--- config.mk ---
export PLATFORM = sky130hd
export DESIGN_NAME = pool_window_reader
export DESIGN_NICKNAME = d
export VERILOG_FILES = /design/src/rtl/pool_window_reader_pkg.sv /design/src/rtl/pool_skid_fifo.sv /design/src/rtl/pool_window_reader.sv
export SDC_FILE = /design/constraint.sdc
export NUM_CORES = 1
export LEC_CHECK = 0
export CAP_MARGIN = 20
export CORE_AREA = 2 2 114 226
export CTS_CLUSTER_SIZE = 30
export DETAILED_ROUTE_END_ITERATION = 6
export DIE_AREA = 0 0 116 228
export GPL_TIMING_DRIVEN = 0
export PLACE_DENSITY = 0.72
export SYNTH_ARGS = -nofsm -noshare
export SYNTH_HDL_FRONTEND = slang
export SYNTH_HIERARCHICAL = 1
export SYNTH_SLANG_ARGS = --single-unit
--- constraint.sdc ---
create_clock -name clk -period 5.74 [get_ports clk]
set_input_delay 0.861 -clock clk [delete_from_list [all_inputs] [get_ports clk]]
set_output_delay 0.861 -clock clk [all_outputs]
set_load 0.02 [all_outputs]
--- src/rtl/pool_window_reader_pkg.sv ---
// Shared types and sizing helpers for the pooling-bank readers.
// Imported by the window reader, the pool datapath and the next-layer reader.
package pool_window_reader_pkg;

  typedef enum logic [1:0] {
    StIdle,
    StRun,
    StDrain,
    StDone
  } state_e;

  // Width of the window/element counters; covers maps up to 64k pixels per side.
  localparam int unsigned CntW = 16;

  function automatic int unsigned out_dim(input int unsigned size, input int unsigned k,
                                          input int unsigned stride);
    return (size - k) / stride + 1;
  endfunction

  function automatic int unsigned frame_beats(input int unsigned img_w, input int unsigned img_h,
                                              input int unsigned k, input int unsigned stride);
    return out_dim(img_w, k, stride) * out_dim(img_h, k, stride) * k * k;
  endfunction

endpackage

--- src/rtl/pool_skid_fifo.sv ---
// Two-entry FIFO whose head entry is a register that drives the output directly,
// so the presented beat never changes while it waits to be popped.
module pool_skid_fifo #(
  parameter int unsigned Width = 18
) (
  input  logic             clk,
  input  logic             rst,
  input  logic             wr_en,
  input  logic [Width-1:0] wr_data,
  input  logic             rd_en,
  output logic [Width-1:0] rd_data,
  output logic             full,
  output logic             empty
);

  logic [Width-1:0] head_q;
  logic [Width-1:0] tail_q;
  logic [1:0]       count_q;
  logic             rd_ok;
  logic             wr_ok;

  assign rd_ok = rd_en && (count_q != 2'd0);
  assign wr_ok = wr_en && ((count_q != 2'd2) || rd_ok);

  always_ff @(posedge clk or negedge rst) begin
    if (!rst) begin
      head_q  <= '0;
      tail_q  <= '0;
      count_q <= 2'd0;
    end else begin
      unique case ({wr_ok, rd_ok})
        2'b10: begin
          if (count_q == 2'd0) head_q <= wr_data;
          else tail_q <= wr_data;
          count_q <= count_q + 2'd1;
        end
        2'b01: begin
          // With one entry left the head just goes invalid; its data stays put.
          if (count_q == 2'd2) head_q <= tail_q;
          count_q <= count_q - 2'd1;
        end
        2'b11: begin
          if (count_q == 2'd1) begin
            head_q <= wr_data;
          end else begin
            head_q <= tail_q;
            tail_q <= wr_data;
          end
        end
        default: ;
      endcase
    end
  end

  assign rd_data = head_q;
  assign full    = (count_q == 2'd2);
  assign empty   = (count_q == 2'd0);

endmodule

--- src/rtl/pool_window_reader.sv ---
// Walks a row-major feature-map bank in KxK window order and streams pixels to the pool
// over valid/ready; reads are credit-limited so the 2-entry output FIFO never overflows.
module pool_window_reader
  import pool_window_reader_pkg::*;
#(
  parameter int unsigned IMG_W  = 111,
  parameter int unsigned IMG_H  = 111,
  parameter int unsigned K      = 3,
  parameter int unsigned STRIDE = 2,
  parameter int unsigned DW     = 16,
  parameter int unsigned AW     = 32
) (
  input  logic          clk,
  input  logic          rst,
  input  logic          start,
  output logic          busy,
  output logic          done,
  output logic          rd_en,
  output logic [AW-1:0] rd_addr,
  input  logic [DW-1:0] rd_data,
  output logic [DW-1:0] o_data,
  output logic          o_valid,
  input  logic          o_ready,
  output logic          o_win_last,
  output logic          o_frame_last
);

  localparam int unsigned OutW = out_dim(IMG_W, K, STRIDE);
  localparam int unsigned OutH = out_dim(IMG_H, K, STRIDE);

  localparam logic [CntW-1:0] KLast  = CntW'(K - 1);
  localparam logic [CntW-1:0] OwLast = CntW'(OutW - 1);
  localparam logic [CntW-1:0] OhLast = CntW'(OutH - 1);

  localparam logic [AW-1:0] StepX   = AW'(STRIDE);
  localparam logic [AW-1:0] StepKy  = AW'(IMG_W);
  localparam logic [AW-1:0] StepRow = AW'(STRIDE * IMG_W);

  state_e          state_q;
  logic [CntW-1:0] kx_q, ky_q, ox_q, oy_q;
  logic [AW-1:0]   row_base_q;  // first pixel of the current window row
  logic [AW-1:0]   win_base_q;  // first pixel of the current window
  logic [AW-1:0]   row_ptr_q;   // first pixel of the current ky row inside the window
  logic            busy_q;
  logic            done_q;
  logic            rd_en_q;
  logic [AW-1:0]   rd_addr_q;
  logic            win_tag_q;
  logic            frame_tag_q;

  logic            fifo_full;
  logic            fifo_empty;
  logic [DW+1:0]   fifo_head;
  logic            pop;
  logic [1:0]      occ;
  logic [1:0]      used;
  logic            issue;
  logic            win_end;
  logic            row_end;
  logic            frame_end;
  logic            drain_clear;

  assign pop = o_valid && o_ready;
  assign occ = fifo_full ? 2'd2 : (fifo_empty ? 2'd0 : 2'd1);

  // Credits held by stored beats plus the read in flight; a beat leaving this cycle frees
  // its credit in time for the next issue, which keeps one beat per cycle when o_ready=1.
  assign used  = occ + {1'b0, rd_en_q} - {1'b0, pop};
  assign issue = (state_q == StRun) && (used < 2'd2);

  assign win_end   = (kx_q == KLast) && (ky_q == KLast);
  assign row_end   = (ox_q == OwLast);
  assign frame_end = win_end && row_end && (oy_q == OhLast);

  assign drain_clear = !rd_en_q && (fifo_empty || ((occ == 2'd1) && pop));

  always_ff @(posedge clk or negedge rst) begin
    if (!rst) begin
      state_q     <= StIdle;
      kx_q        <= '0;
      ky_q        <= '0;
      ox_q        <= '0;
      oy_q        <= '0;
      row_base_q  <= '0;
      win_base_q  <= '0;
      row_ptr_q   <= '0;
      busy_q      <= 1'b0;
      done_q      <= 1'b0;
      rd_en_q     <= 1'b0;
      rd_addr_q   <= '0;
      win_tag_q   <= 1'b0;
      frame_tag_q <= 1'b0;
    end else begin
      done_q  <= 1'b0;
      rd_en_q <= 1'b0;
      unique case (state_q)
        StIdle: begin
          if (start) begin
            state_q    <= StRun;
            kx_q       <= '0;
            ky_q       <= '0;
            ox_q       <= '0;
            oy_q       <= '0;
            row_base_q <= '0;
            win_base_q <= '0;
            row_ptr_q  <= '0;
          end
        end
        StRun: begin
          busy_q <= 1'b1;
          if (issue) begin
            rd_en_q     <= 1'b1;
            rd_addr_q   <= row_ptr_q + AW'(kx_q);
            win_tag_q   <= win_end;
            frame_tag_q <= frame_end;
            if (kx_q == KLast) begin
              kx_q <= '0;
              if (ky_q == KLast) begin
                ky_q <= '0;
                if (row_end) begin
                  ox_q       <= '0;
                  oy_q       <= oy_q + CntW'(1);
                  row_base_q <= row_base_q + StepRow;
                  win_base_q <= row_base_q + StepRow;
                  row_ptr_q  <= row_base_q + StepRow;
                end else begin
                  ox_q       <= ox_q + CntW'(1);
                  win_base_q <= win_base_q + StepX;
                  row_ptr_q  <= win_base_q + StepX;
                end
              end else begin
                ky_q      <= ky_q + CntW'(1);
                row_ptr_q <= row_ptr_q + StepKy;
              end
            end else begin
              kx_q <= kx_q + CntW'(1);
            end
            if (frame_end) state_q <= StDrain;
          end
        end
        StDrain: begin
          if (drain_clear) begin
            state_q <= StDone;
            done_q  <= 1'b1;
            busy_q  <= 1'b0;
          end
        end
        StDone: begin
          state_q <= StIdle;
        end
        default: begin
          state_q <= StIdle;
        end
      endcase
    end
  end

  // rd_data belongs to the read strobed in the previous cycle, tagged from the same issue.
  pool_skid_fifo #(
    .Width(DW + 2)
  ) u_fifo (
    .clk    (clk),
    .rst    (rst),
    .wr_en  (rd_en_q),
    .wr_data({frame_tag_q, win_tag_q, rd_data}),
    .rd_en  (pop),
    .rd_data(fifo_head),
    .full   (fifo_full),
    .empty  (fifo_empty)
  );

  assign busy         = busy_q;
  assign done         = done_q;
  assign rd_en        = rd_en_q;
  assign rd_addr      = rd_addr_q;
  assign o_valid      = !fifo_empty;
  assign o_data       = fifo_head[DW-1:0];
  assign o_win_last   = fifo_head[DW];
  assign o_frame_last = fifo_head[DW+1];

  a_no_overflow : assert property (@(posedge clk) disable iff (!rst)
    rd_en_q |-> !(fifo_full && !pop));

endmodule

==> impl_summary.md <==
Detailed routing
After detailed routing, the average wire length per cell comes to 19.1 um. The count of nets left with antenna violations once routing finished came out at 0. The total wire length after detailed routing is around 39 mm. The DRC violation count after routing is 0. The vias after detailed routing is approximately 12000. After detailed routing, the number of vias per cell comes to 6.12. The count of TritonRoute iterations in the first routing pass is 6. The DRC violation total after the first TritonRoute iteration is 1029.

Global route
The met3 track utilization from global routing is 3.27%. Global routing consumed, on the met2 layer, 48.6% of the routing resources. The residual overflow from global routing is 0. The number of antenna violations at the first check in global routing is 0. The first-pass GRT wire length is 63.0 mm. The layer with the highest usage is met2. Global routing consumed, on the met1 layer, 38.6% of the routing resources. The number of global-route vias before repair is approximately 12000. The global-route usage over all layers is 29.8%. Entering global routing, the biggest net connects 109 pins.

Worst setup path
In this run the worst setup path begins at o_ready. The worst register-to-register path begins at u_fifo/count_q[0]. The worst register-to-register path has a setup slack of 1.34 ns. The arrival time at the worst endpoint is 4.82 ns. The sort of element at the start of the critical path is an input pin. The reg-to-reg endpoint is row_ptr_q[15]. The maximum net fanout on the critical path is 10.

Following the worst setup path forward leads to its endpoint at row_ptr_q[15]. The category of the critical setup timing path is in -> reg. STA classifies the critical path endpoint as a register. The data required time at the worst endpoint is 6.15 ns.

The length in cells of the worst reg-to-reg path is 12.

STA
The final worst hold slack is 0.188 ns. Setup violations remaining at the end of the flow were counted as 0. For this run, the top clock speed supported by timing is 0.227 GHz. The count of final max-slew check failures is 0. Setup repair after global routing left no endpoint under its margin. The final worst-path cycle share is approximately 77%. The count of final hold-check violations was 0.

In the post-route analysis, the smallest setup slack over all paths is 1.33 ns. The worst path needs between 4 and 5 ns of the cycle, external delays included. For the final database, setup skew stands at 0.0157 ns.

For the pin with the worst max-slew slack, the measured transition is 1.07 ns. The worst pin sits at a relative slew slack of 28.2%.

Finish
The final-layout fill cell count is ~2100. The area added between synthesis and finish is 14.2%. Cells with a size suffix above 1 make up 5.82% of the layout.

The number of nets in the layout is between 1500 and 2000. The count of inserted antenna diode cells is 0.

Min path
The type of the worst min-delay path is in -> async.

Synthesis
The number of register bits inferred by synthesis is around 240. In this run the cell area of the synthesized design comes to 13800 sq um. The Yosys step of the flow raised 6 warnings. The most used flip-flop cell after synthesis is dfrtp_1. Averaged over all synthesized cells, the footprint is 8.69 sq um.

The cell with the most instances after synthesis is dfrtp_1. The area share of the leading cell type in the synthesized netlist is 42.8%. When the netlist entered floorplanning its net count stood at 1643. The count of mapped cells out of synthesis is 1587. The synthesized design spends more area on one cell type than any other, namely dfrtp_1. Sorting the synthesized cells by how often they occur yields dfrtp_1, nand2_1, o21ai_0.

In the post-synthesis netlist, the biggest area contributors are dfrtp_1, o21ai_0, nand2_1, xnor2_1, a21oi_1. The number of flops mapped to enable cells by yosys is 0. The async set-or-reset flop fraction in the synthesized netlist is between 90% and 100%. The portion of the post-synthesis area used by sequential elements is 42.8%. The netlist uses 71 different library cells.

Clock network
The worst-skew pair later-pin latency is approximately 0.54 ns. Counting the buffers created by CTS gives 24. After clock tree synthesis, the flow added hold-fix buffers numbering 0. The clock tree from TritonCTS is done. The clock sink count is 236. The maximum number of buffers from clock root to sink is 3. The CTS H-tree depth is 1. The setup fix buffers added after clock tree synthesis is 0.

Clock-pin slew was measured on the worst setup and hold paths at 0.06 ns. The post-cts resize count is 0. In this run the clock root is driven by a clkbuf_16.

Place
The worst setup slack after placement is about 1.0 ns. The number of buffer cells added on primary ports is 73. The HPWL after detailed placement is 28.4 mm. Routability-driven placement finished with a final weighted congestion of 0.981.

Power and ir drop
The power density over the cells is 399 nW/um^2. After layout, the design draws a total of 6.29 mW. The maximum VDD drop is around 0.00037 V. Summed over all cells, the static leakage comes to between 6 and 7 nW.

Floorplanning
Pin placement for this block handled 74 I/O pins. The die footprint is ~26000 sq um. From left edge to right edge, the die measures 116 um.

The die is 228 um tall. The site row count is 82. Once the floorplan was initialized, standard cells occupied 55.6% of the core.

The total area inside the core boundary comes to 24800 sq um.

Outcome
The flow ran to the end, and the final reports show no timing, DRC or antenna violations.

Run
The max-capacitance violation count is 0.
-- worst min-delay path by stage --
stage / start / to / slack [ns] / cells past startpoint
after global routing: rst / rd_addr[24] / 0.21 / 1
final: rst / rd_addr[30] / 0.19 / 1
after CTS: rst / rd_addr[19] / 0.19 / 1
after global placement: rd_addr[22] / rd_addr[22] / 0.47 / 2
after detailed placement: rd_addr[13] / rd_addr[13] / 0.47 / 2
after floorplan: row_base_q[7] / row_base_q[7] / 0.46 / 2
-- sequential cells by signal (all words and copies together), names as in the netlist, 2 cells and up --
signal          count
kx_q               16
ky_q               16
ox_q               16
oy_q               16
rd_addr            32
row_base_q         31
row_ptr_q          32
state_q             2
u_fifo/count_q      2
u_fifo/rd_data     18
u_fifo/tail_q      18
win_base_q         32
-- layout make-up --
cell class                 instances  area (sq um)  area share, %
multi-input combinational       1225          7350           46.7
sequential                       236          5910           37.5
timing repair buffer              75           791           5.02
clock buffer                      34           709           4.50
tap                              336           420           2.67
buffer                            88           395           2.51
inverter                          38           143          0.906
clock inverter                     6          33.8          0.214
-- critical path: stages --
cell and delay, ns:
clkdlybuf4s50_1 0.47, nor2b_1 0.32, ha_1 0.22, xor2_1 0.08, xnor2_1 0.62, a21o_1 0.27
nand3_1 0.20, clkbuf_1 0.34, nor3_1 0.89, o21ai_0 0.35, o311ai_0 0.19
-- cell families (layout without fill, tap and decap cells) --
| family | Yosys count | count (layout) | synth area share [%] |
|---|---|---|---|
| AOI/OAI and AO/OA | 401 | 401 | 17.3 |
| xor gates and xnor gates | 110 | 110 | 6.98 |
| adders and majority gates | 36 | 36 | 3.32 |
| buffers and inverters | 126 | 241 | 3.90 |
| DFF | 236 | 236 | 42.8 |
| muxes | 27 | 27 | 2.41 |
| and+or+nand+nor | 651 | 651 | 23.3 |
-- stage by stage --
stage / setup TNS (ns) / utilization [%] / instances / instance area, sq um
final: 0 / 63.4 / 2038 / 15800
after global routing: 0 / 63.4 / 2038 / 15800
after CTS: 0 / 63.4 / 2038 / 15800
after detailed placement: 0 / 60.4 / 1998 / 15000
after global placement: -1450.59 / 60.2 / 1996 / 14900
after floorplan: 0 / - / 1587 / 13800
-- per-layer routing --
layer	part of all wire, %	wire length [um]	up-vias
met2	49	19200	399
met1	40	15700	6101
met5	0	0	-
met4	5.4	2110	0
met3	5.0	1960	112
li1	-	-	5863
-- report_power, final --
| group | switching, mW | total, mW | internal, mW |
|---|---|---|---|
| sequential | 0.222 | 2.15 | 1.93 |
| clock | 0.670 | 1.53 | 0.856 |
| combinational | 1.75 | 2.62 | 0.864 |
| total | 2.64 | 6.29 | 3.65 |
-- cells in the final DEF (no fill, tap or decap), types with 11 or more instances in the layout --
cell type | netlist | layout
dfrtp_1 | 236 | 236
nand2_1 | 220 | 220
o21ai_0 | 169 | 169
nor2_1 | 106 | 106
a21oi_1 | 88 | 88
nand3_1 | 81 | 81
clkbuf_1 | 69 | 73
clkdlybuf4s50_1 | 0 | 72
xnor2_1 | 60 | 60
xor2_1 | 50 | 50
nor3_1 | 46 | 46
nand4_1 | 46 | 46
inv_1 | 38 | 38
ha_1 | 35 | 35
or3_1 | 28 | 28
and3_1 | 26 | 26
a31oi_1 | 26 | 26
clkbuf_16 | 0 | 25
nor4_1 | 21 | 21
a22o_1 | 18 | 18
a21o_1 | 16 | 16
o211ai_1 | 16 | 16
o31ai_1 | 14 | 14
nand2b_1 | 12 | 12
and2_1 | 11 | 11
No activity file was read; power rests on OpenSTA's default activity.
==> variant: new RTL, config.mk and constraints unchanged <==
Re-encode `state_e` (4 states) as one-hot, 4 bits wide.
--- a/src/rtl/pool_window_reader_pkg.sv
+++ b/src/rtl/pool_window_reader_pkg.sv
@@ -2,11 +2,11 @@
 // Imported by the window reader, the pool datapath and the next-layer reader.
 package pool_window_reader_pkg;
 
-  typedef enum logic [1:0] {
-    StIdle,
-    StRun,
-    StDrain,
-    StDone
+  typedef enum logic [3:0] {
+    StIdle  = 4'b0001,
+    StRun   = 4'b0010,
+    StDrain = 4'b0100,
+    StDone  = 4'b1000
   } state_e;
 
   // Width of the window/element counters; covers maps up to 64k pixels per side.
Formal check against the unedited RTL: no difference found for any inputs over 4 cycles, from zero or initial values and one cycle with rst low; so few cycles prove little.
==> variant against the unedited design <==
- via count up 8.4%
- final area up 2.7%
- total power down 9.1%
- setup slack better by 0.12 ns
- area after synthesis up 2.8%
- routed wire length up 12%
- sequential cell count up 2
- synthesized cell count up 1.6%
- critical endpoint is now row_base_q[25]
- highest routed layer unchanged
==> variant: results (changes against the unedited design) <==
set qor(run_status) {finished, final reports clean} ;# unchanged
set qor(grt_start_max_net_pins) 120 ;# was 109
set qor(cp_slowest_stage_delay_ns) 0.69 ;# was 0.89 ns
set qor(grt.total_usage_pct) 33.03 ;# was 29.81%
set qor(final_nets) 1769 ;# was 1744
set qor(detail_route.iter0.violations) 1559 ;# was 1029
set qor(worst_pin_slew_ns) 1.090 ;# was 1.068 ns
set qor(cp_data_arrival_time_ns) 4.65 ;# was 4.82 ns
set qor(post_synthesis_instance_total) 1613 ;# was 1587
set qor(fin_worst_skew_ns) 0.01317 ;# was 0.01570 ns
set qor(critical-path-slowest-cell) {clkbuf_1} ;# was nor3_1
set qor(post_drt_via_cell_ratio) 6.535 ;# was 6.121
set qor(area_growth_syn_to_layout_pct) 14.12 ;# was 14.17%
set qor(layout.cells.non_filler) 2069 ;# was 2038
set qor(place.gp.congestion) 0.9380 ;# was 0.9809
set qor(worstRegToRegCells) 11 ;# was 12
set qor(synth.top_cells.by_count) {237 x dfrtp_1, 188 x nand2_1, 188 x o21ai_0} ;# was 236 x dfrtp_1, 220 x nand2_1, 169 x o21ai_0
set qor(hold_ws_ns) 0.2276 ;# was 0.1883 ns
set qor(mappedNetlistNets) 1665 ;# was 1643
set qor(reg2reg_slack_ns) 1.53 ;# was 1.34 ns
set qor(power_leakage_uw) 0.006824 ;# was 0.006755 uW
set qor(proportion_of_layout_cells_with_a_drive_suffix_above_1_pct) 5.943 ;# was 5.817%
set qor(synth.yosys.seq_area_share_pct) 42.01 ;# was 42.80%
set qor(place.detailed.hpwl_mm) 31.40 ;# was 28.36 mm
set qor(ir_drop_v) 0.0002409 ;# was 0.0003652 V
set qor(place_inst) 2027 ;# was 1998
set qor(first_global_vias) 13010 ;# was 12210
set qor(rr_startpoint) {u_fifo/count_q[1]} ;# was u_fifo/count_q[0]
set qor(synth_top_cells_by_area) {dfrtp_1 42%, o21ai_0 6.6%, nand2_1 5.0%} ;# was dfrtp_1 43%, o21ai_0 6.1%, nand2_1 6.0%
set qor(critical_path_fanouts_max) 10 ;# unchanged
set qor(distinct_cell_type_count_after_synthesis) 74 ;# was 71
set qor(wire_per_inst_um) 21.01 ;# was 19.12 um
set qor(worst_r2r_endpoint) {row_base_q[25]} ;# was row_ptr_q[15]
## variant: cell count changes after synthesis, moves of 9 or more
cell	delta
a21oi_1	-18
a22o_1	-15
a31oi_1	+21
and3_1	+10
and4_1	+15
inv_1	-15
mux2i_1	+10
nand2_1	-32
o21ai_0	+19
o311ai_0	+14
o31ai_1	+18
or3_1	-18
or4_1	+9
xnor2_1	-21
## variant: cells by family after synthesis
| logic type | after synthesis | synth area share, % |
|---|---|---|
| buffers and inverters | 110 | 3.265 |
| AO/OA/AOI/OAI | 472 | 20.53 |
| flip-flops | 238 | 42.01 |
| XOR/XNOR | 91 | 5.621 |
| adder cells (fa/ha/maj) | 32 | 2.877 |
| AND/OR/NAND/NOR | 632 | 22.56 |
| multiplexers | 38 | 3.133 |
## variant: per-layer routing
| metal | track usage (%) | up-vias | wire (um) |
|---|---|---|---|
| met5 | 0 | - | 0 |
| met4 | 19.49 | 0 | 2866 |
| met3 | 3.348 | 178 | 2766 |
| met2 | 52.49 | 638 | 20830 |
| met1 | 43.26 | 6515 | 17000 |
| li1 | - | 6189 | - |
## variant: cell type report
| class | count | area [um^2] |
|---|---|---|
| fillers | 2101 | 8648 |
| multi-input cells | 1265 | 7759 |
| flip-flops and latches | 238 | 5957 |
| clock inverters | 8 | 46.29 |
| plain buffers | 87 | 376.6 |
| repair buffers | 78 | 815.8 |
| well taps | 336 | 420.4 |
| inverters | 23 | 86.33 |
| clock buffers | 34 | 719.4 |
## variant: critical path, delay by kind of cell
kind            cells  cell delay, ns
buf+inv             3            1.81
simple gates        4            1.10
fa+ha+maj           1            0.30
compound gates      2            0.57
## variant: per-stage QoR
step / utilization [%] / setup slack (ns) / instance area [um^2]
after detailed placement: 62.08 / 0.9814 / 15410
after floorplan: - / 2.460 / 14180
after global routing: 65.17 / 1.251 / 16180
after CTS: 65.17 / 1.547 / 16180
after global placement: 61.74 / -6.303 / 15330
final: 65.17 / 1.456 / 16180
## variant: report_power, final
group          leakage, uW  internal (uW)  switching (uW)  total [uW]
sequential         0.00321           1900             186        2080
clock             0.000383            871             686        1560
combinational      0.00323            735            1340        2070
## variant: how the worst max path moves through the flow
stage,start,endpoint,slack [ns],depth (start not counted)
2_1_floorplan,o_ready,oy_q[11],2.46,8
3_3_place_gp,rst,rd_addr[17],-6.30,1
3_5_place_dp,o_ready,kx_q[8],0.98,10
4_1_cts,o_ready,kx_q[8],1.55,10
5_1_grt,o_ready,kx_q[6],1.25,10
6_report,o_ready,row_base_q[25],1.46,10
